## config.mk

```make
export PLATFORM = sky130hd
export DESIGN_NAME = forward_scoreboard
export DESIGN_NICKNAME = d
export VERILOG_FILES = /design/src/rtl/forward_scoreboard.sv
export SDC_FILE = /design/constraint.sdc
export NUM_CORES = 1
export LEC_CHECK = 0
export CAP_MARGIN = 20
export CORE_ASPECT_RATIO = 1.25
export CORE_MARGIN = 2
export CORE_UTILIZATION = 30
export DETAILED_ROUTE_END_ITERATION = 10
export PLACE_DENSITY = 0.49
export SYNTH_ARGS = -nofsm -noshare
export SYNTH_HDL_FRONTEND = slang
export SYNTH_SLANG_ARGS = --single-unit
```

## constraint.sdc

```tcl
create_clock -name clk -period 4.4 [get_ports clk]
set_clock_uncertainty 0.1 [all_clocks]
set_input_delay 0.88 -clock clk [delete_from_list [all_inputs] [get_ports clk]]
set_output_delay 0.88 -clock clk [all_outputs]
set_load 0.03 [all_outputs]
```

## src/rtl/forward_scoreboard.sv

```systemverilog
// rtl/forward_scoreboard.sv - load-use hazard detection and EX operand forwarding select
// Tracks EX/MEM/WB destination records; stalls ID on load-use and picks bypass sources.
module forward_scoreboard #(
  parameter int REG_AW = 3,
  parameter int NSRC   = 2,
  parameter int CNT_W  = 16
) (
  input  logic                     clk,
  input  logic                     rst_n,
  input  logic                     issue_valid,
  input  logic                     issue_we,
  input  logic [REG_AW-1:0]        issue_rd,
  input  logic                     issue_is_load,
  input  logic [NSRC*REG_AW-1:0]   issue_src,
  input  logic [NSRC-1:0]          issue_src_used,
  input  logic                     mem_stall,
  input  logic                     flush,
  output logic                     stall_id,
  output logic [2*NSRC-1:0]        fwd_sel,
  output logic [CNT_W-1:0]         stall_cnt
);

  logic                   exValid, exWe, exIsLoad;
  logic [REG_AW-1:0]      exRd;
  logic [NSRC*REG_AW-1:0] exSrc;
  logic [NSRC-1:0]        exSrcUsed;
  logic                   memValid, memWe, memIsLoad;
  logic [REG_AW-1:0]      memRd;
  logic                   wbValid, wbWe, wbIsLoad;
  logic [REG_AW-1:0]      wbRd;

  logic [NSRC-1:0]        idHit;
  logic [NSRC-1:0]        memHit;
  logic [NSRC-1:0]        wbHit;
  logic                   loadEx;

  always_comb begin
    idHit = '0;
    for (int i = 0; i < NSRC; i++) begin
      idHit[i] = issue_src_used[i] && (issue_src[i*REG_AW +: REG_AW] == exRd);
    end
  end

  assign stall_id = issue_valid & exValid & exWe & exIsLoad & (|idHit);

  // MEM is younger than WB, so it wins whenever both hold the same register.
  always_comb begin
    memHit  = '0;
    wbHit   = '0;
    fwd_sel = '0;
    for (int i = 0; i < NSRC; i++) begin
      memHit[i] = exValid && exSrcUsed[i] && memValid && memWe
                  && (memRd == exSrc[i*REG_AW +: REG_AW]);
      wbHit[i]  = exValid && exSrcUsed[i] && wbValid && wbWe
                  && (wbRd == exSrc[i*REG_AW +: REG_AW]);
      if (memHit[i]) begin
        fwd_sel[2*i +: 2] = 2'b10;
      end else if (wbHit[i]) begin
        fwd_sel[2*i +: 2] = 2'b01;
      end
    end
  end

  assign loadEx = issue_valid & ~stall_id & ~flush;

  always_ff @(posedge clk or negedge rst_n) begin
    if (!rst_n) begin
      exValid   <= 1'b0;
      exWe      <= 1'b0;
      exIsLoad  <= 1'b0;
      exRd      <= '0;
      exSrc     <= '0;
      exSrcUsed <= '0;
      memValid  <= 1'b0;
      memWe     <= 1'b0;
      memIsLoad <= 1'b0;
      memRd     <= '0;
      wbValid   <= 1'b0;
      wbWe      <= 1'b0;
      wbIsLoad  <= 1'b0;
      wbRd      <= '0;
      stall_cnt <= '0;
    end else if (!mem_stall) begin
      wbValid   <= memValid;
      wbWe      <= memWe;
      wbIsLoad  <= memIsLoad;
      wbRd      <= memRd;
      memValid  <= exValid;
      memWe     <= exWe;
      memIsLoad <= exIsLoad;
      memRd     <= exRd;
      if (loadEx) begin
        exValid   <= 1'b1;
        exWe      <= issue_we;
        exIsLoad  <= issue_is_load;
        exRd      <= issue_rd;
        exSrc     <= issue_src;
        exSrcUsed <= issue_src_used;
      end else begin
        exValid   <= 1'b0;
        exWe      <= 1'b0;
        exIsLoad  <= 1'b0;
        exRd      <= '0;
        exSrc     <= '0;
        exSrcUsed <= '0;
      end
      if (stall_id && !flush && (stall_cnt != {CNT_W{1'b1}})) begin
        stall_cnt <= stall_cnt + 1'b1;
      end
    end
  end

  // A load still in MEM has no data yet; the ID stall must have kept its consumer out of EX.
  a_noLoadBypass : assert property (@(posedge clk) disable iff (!rst_n)
    !(memIsLoad && (|memHit)));

  a_loadWrites : assert property (@(posedge clk) disable iff (!rst_n)
    !(wbValid && wbIsLoad && !wbWe));

endmodule

```

==> out/metrics.json <==
{
  "clk_pin_slew": {"value": 0.07, "unit": "ns"},
  "finalInstanceArea": {"value": 2486, "unit": "sq um"},
  "max-cap-violations": {"value": 0},
  "routed-via-count": {"value": 1372},
  "grt_antenna_before_repair": {"value": 0},
  "worst_setup_path_end_kind": {"value": "output pin"},
  "synthesis.instances": {"value": 161},
  "die_y": {"value": 94.24, "unit": "um"},
  "post_synth_mux_area_share": {"value": 6.338, "unit": "%"},
  "placement_rows": {"value": 32},
  "crit_slowest_cell": {"value": "sky130_fd_sc_hd__clkdlybuf4s50_1"},
  "top_level_ports": {"value": 39},
  "post-route-drc-count": {"value": 0},
  "synth_nets": {"value": 180},
  "cellLeakagePower": {"value": 0.001071, "unit": "uW"},
  "maximum_clock_insertion_buffer_count": {"value": 2},
  "cp-startpoint": {"value": "issue_src[2]"},
  "synth_enable_flop_cells": {"value": 0},
  "crit_path_max_fanout": {"value": 2},
  "tightest_slew": {"value": 1.028, "unit": "ns"},
  "cell_with_the_most_instances_after_synthesis": {"value": "sky130_fd_sc_hd__dfrtp_1"},
  "worst_slew_margin_rel": {"value": 31.18, "unit": "%"},
  "r2r_cells": {"value": 6},
  "setup_viol_count_final": {"value": 0},
  "critical_path.endpoint": {"value": "stall_id"},
  "crit_cells": {"value": 5},
  "initial_core_util": {"value": 31.29, "unit": "%"},
  "wl_per_cell": {"value": 14.68, "unit": "um"},
  "first_global_vias": {"value": 1526},
  "die_w": {"value": 76.19, "unit": "um"},
  "post_cts.repair.setup_buffers": {"value": 0},
  "vdd_drop_max": {"value": 0.1607, "unit": "mV"},
  "synth.cells.most_frequent": {"value": "sky130_fd_sc_hd__dfrtp_1, sky130_fd_sc_hd__xnor2_1, sky130_fd_sc_hd__a22o_1"},
  "top_cell_by_count_worst_path": {"value": "sky130_fd_sc_hd__clkdlybuf4s50_1"},
  "share_of_async_settable_or_async_resettable_flops_after_synthesis": {"value": 100.0, "unit": "%"},
  "cts.htree.levels": {"value": 2},
  "ctsRootBufferMaster": {"value": "sky130_fd_sc_hd__clkbuf_8"},
  "antenna_cells_inserted": {"value": 0},
  "pwr_density_cell": {"value": 289.7, "unit": "nW/um^2"},
  "synth_fa_ha_area_share": {"value": 0.6402, "unit": "%"},
  "first_pass_grt_wire_length": {"value": 7348, "unit": "um"},
  "ff_to_ff_start": {"value": "exRd[2]$_DFFE_PN0N_"},
  "status": {"value": "finished clean"},
  "areaGrowthSynthToFinish": {"value": 27.21, "unit": "%"},
  "finalPower": {"value": 720.3, "unit": "uW"},
  "number_of_clock_sinks": {"value": 40},
  "synth-compound-area-share": {"value": 6.658, "unit": "%"},
  "cp.required": {"value": 3.42, "unit": "ns"},
  "routed_wl": {"value": 4212, "unit": "um"},
  "post_synth_instance_area": {"value": 1954, "unit": "sq um"},
  "gp_congestion": {"value": 0.7346},
  "startpoint_type": {"value": "input port"},
  "holdBufCountCts": {"value": 0},
  "clk-insertion-delay-late": {"value": 0.29, "unit": "ns"},
  "detailed_place_hpwl": {"value": 3057, "unit": "um"},
  "placement.io_buffers": {"value": 38},
  "r2r_setup_slack": {"value": 2.14, "unit": "ns"},
  "post-synth-top-area-cell": {"value": "sky130_fd_sc_hd__dfrtp_1"},
  "drive_above_1_share": {"value": 15.35, "unit": "%"},
  "dominantRegCellSynth": {"value": "sky130_fd_sc_hd__dfrtp_1"},
  "synthSimpleGateAreaFrac": {"value": 17.35, "unit": "%"},
  "post_synth_xor_area_fraction": {"value": 14.79, "unit": "%"},
  "worst_ep_arrival_time": {"value": 2.62, "unit": "ns"},
  "totalNegativeSetupSlack": {"value": 0, "unit": "ns"},
  "tritoncts": {"value": "built"},
  "first_pass_iters": {"value": 4},
  "combinational_family_with_the_most_area_after_synthesis": {"value": "simple AND/OR/NAND/NOR gates"},
  "grt_max_degree": {"value": 41},
  "finish.utilization": {"value": 39.80, "unit": "%"},
  "synthDominantCellAreaShare": {"value": 51.22, "unit": "%"},
  "seq_area_frac_synth": {"value": 51.22, "unit": "%"},
  "period_minus_slack": {"value": 3.604, "unit": "ns"},
  "final-max-slew-violation-count": {"value": 0},
  "synth_cell_types": {"value": 30},
  "cts-buffers-inserted": {"value": 5},
  "rsz0062_at_grt": {"value": "no"},
  "cp_top_family": {"value": "buffers and inverters"},
  "final_hold_viol_count": {"value": 0},
  "clock.fmax": {"value": 277.5, "unit": "MHz"},
  "post-route-period-util": {"value": 81.90, "unit": "%"},
  "holdCritPathClass": {"value": "reg -> reg"},
  "worstReg2RegEnd": {"value": "exRd[2]$_DFFE_PN0N_"},
  "synth.avg_cell_area": {"value": 12.14, "unit": "sq um"},
  "dpl-instance-area": {"value": 2396, "unit": "sq um"},
  "critical_path_buf_inv_count": {"value": 2},
  "fp.dieArea": {"value": 7180, "unit": "sq um"},
  "synth.top_cells.by_area": {"value": "sky130_fd_sc_hd__dfrtp_1, sky130_fd_sc_hd__xnor2_1, sky130_fd_sc_hd__a22o_1"},
  "drt-initial-drc-count": {"value": 41},
  "worst-setup-path-type": {"value": "in -> out"},
  "synth-seq-cells": {"value": 40},
  "viasPerCell": {"value": 4.780},
  "fp.coreArea": {"value": 6246, "unit": "sq um"},
  "cp_cell_sequence": {"value": "clkdlybuf4s50_1, xnor2_1, nand4_1, a21oi_2, clkdlybuf4s50_1"},
  "finalNetCount": {"value": 220},
  "drt.antenna.violating_nets": {"value": 0},
  "overflow": {"value": 0},
  "worst_path_largest_cell_delay": {"value": 0.70, "unit": "ns"},
  "yosysWarnings": {"value": 0},
  "gr_util_all_layers": {"value": 13.00, "unit": "%"},
  "cts_resized": {"value": 0}
}
==> state kept, by name, summed over array words and instances, names as in the netlist, 2 cells and up <==
| signal | cells |
|---|---|
| wbRd | 3 |
| stall_cnt | 16 |
| exSrc | 6 |
| exSrcUsed | 2 |
| memRd | 3 |
| exRd | 3 |
==> layer usage <==
layer	GRT usage, %	share of wire [%]	vias up
met5	0	0	-
met4	4.091	1.3	0
met3	3.365	4.6	5
met2	23.66	50	39
met1	14.98	44	675
li1	-	-	653
==> cells in the final DEF, fill, tap and decap left out, types with 3 or more instances in the layout <==
cell,count
sky130_fd_sc_hd__clkbuf_8,6
sky130_fd_sc_hd__xor2_1,8
sky130_fd_sc_hd__and3_2,3
sky130_fd_sc_hd__dfrtp_1,40
sky130_fd_sc_hd__nand2_1,6
sky130_fd_sc_hd__nor2_1,6
sky130_fd_sc_hd__nand4_2,5
sky130_fd_sc_hd__nand4_1,9
sky130_fd_sc_hd__clkdlybuf4s50_1,37
sky130_fd_sc_hd__mux2_2,10
sky130_fd_sc_hd__nor3_1,3
sky130_fd_sc_hd__xnor2_1,25
sky130_fd_sc_hd__nand3_1,9
sky130_fd_sc_hd__a22o_1,13
==> where the power goes <==
part	switching, uW	leakage, uW	internal, uW
combinational	29.0	0.000480	37.9
sequential	16.4	0.000546	383
clock	126	0.0000455	128
==> kinds of logic after synthesis <==
logic type               after synthesis
AND/OR/NAND/NOR                       53
multiplexers                          11
AO/OA/AOI/OAI                         15
buffers and inverters                  8
XOR/XNOR                              33
adder cells (fa/ha/maj)                1
flip-flops                            40
==> worst reg2reg max path, stage by stage (launching register included) <==
cell and delay, ns:
sky130_fd_sc_hd__dfrtp_1 0.43, sky130_fd_sc_hd__xnor2_1 0.18, sky130_fd_sc_hd__nand4_1 0.13, sky130_fd_sc_hd__a21oi_2 0.08, sky130_fd_sc_hd__buf_4 0.21, sky130_fd_sc_hd__nor2_1 0.81
sky130_fd_sc_hd__a22o_1 0.25
==> worst min path at each step <==
stage | start | endpoint | slack (ns) | cells after the start
after floorplan | exIsLoad$_DFFE_PN0N_ | exIsLoad$_DFFE_PN0N_ | 0.37 | 1
after global placement | stall_cnt[14]$_DFFE_PN0P_ | stall_cnt[14]$_DFFE_PN0P_ | 0.38 | 1
after detailed placement | stall_cnt[15]$_DFFE_PN0P_ | stall_cnt[15]$_DFFE_PN0P_ | 0.39 | 1
after CTS | stall_cnt[15]$_DFFE_PN0P_ | stall_cnt[15]$_DFFE_PN0P_ | 0.40 | 1
after global routing | stall_cnt[9]$_DFFE_PN0P_ | stall_cnt[9]$_DFFE_PN0P_ | 0.43 | 1
final | stall_cnt[12]$_DFFE_PN0P_ | stall_cnt[12]$_DFFE_PN0P_ | 0.40 | 1
==> layout make-up <==
type,instances,area (sq um)
fill,638,3760
sequential,40,1001
multi-input combinational,113,894.6
timing repair buffer,40,390.4
tap,85,106.4
clock buffer,8,90.09
inverter,1,3.754
==> stage by stage <==
step | cells | hold WS, ns | setup WS [ns]
2_1_floorplan | 161 | 0.3733 | 1.399
3_3_place_gp | 279 | 0.3826 | 0.7800
3_5_place_dp | 279 | 0.3882 | 0.7856
4_1_cts | 287 | 0.4028 | 0.7780
5_1_grt | 287 | 0.4337 | 0.6883
6_report | 287 | 0.3976 | 0.7963
Note: power is estimated with default switching activity, not from simulation.
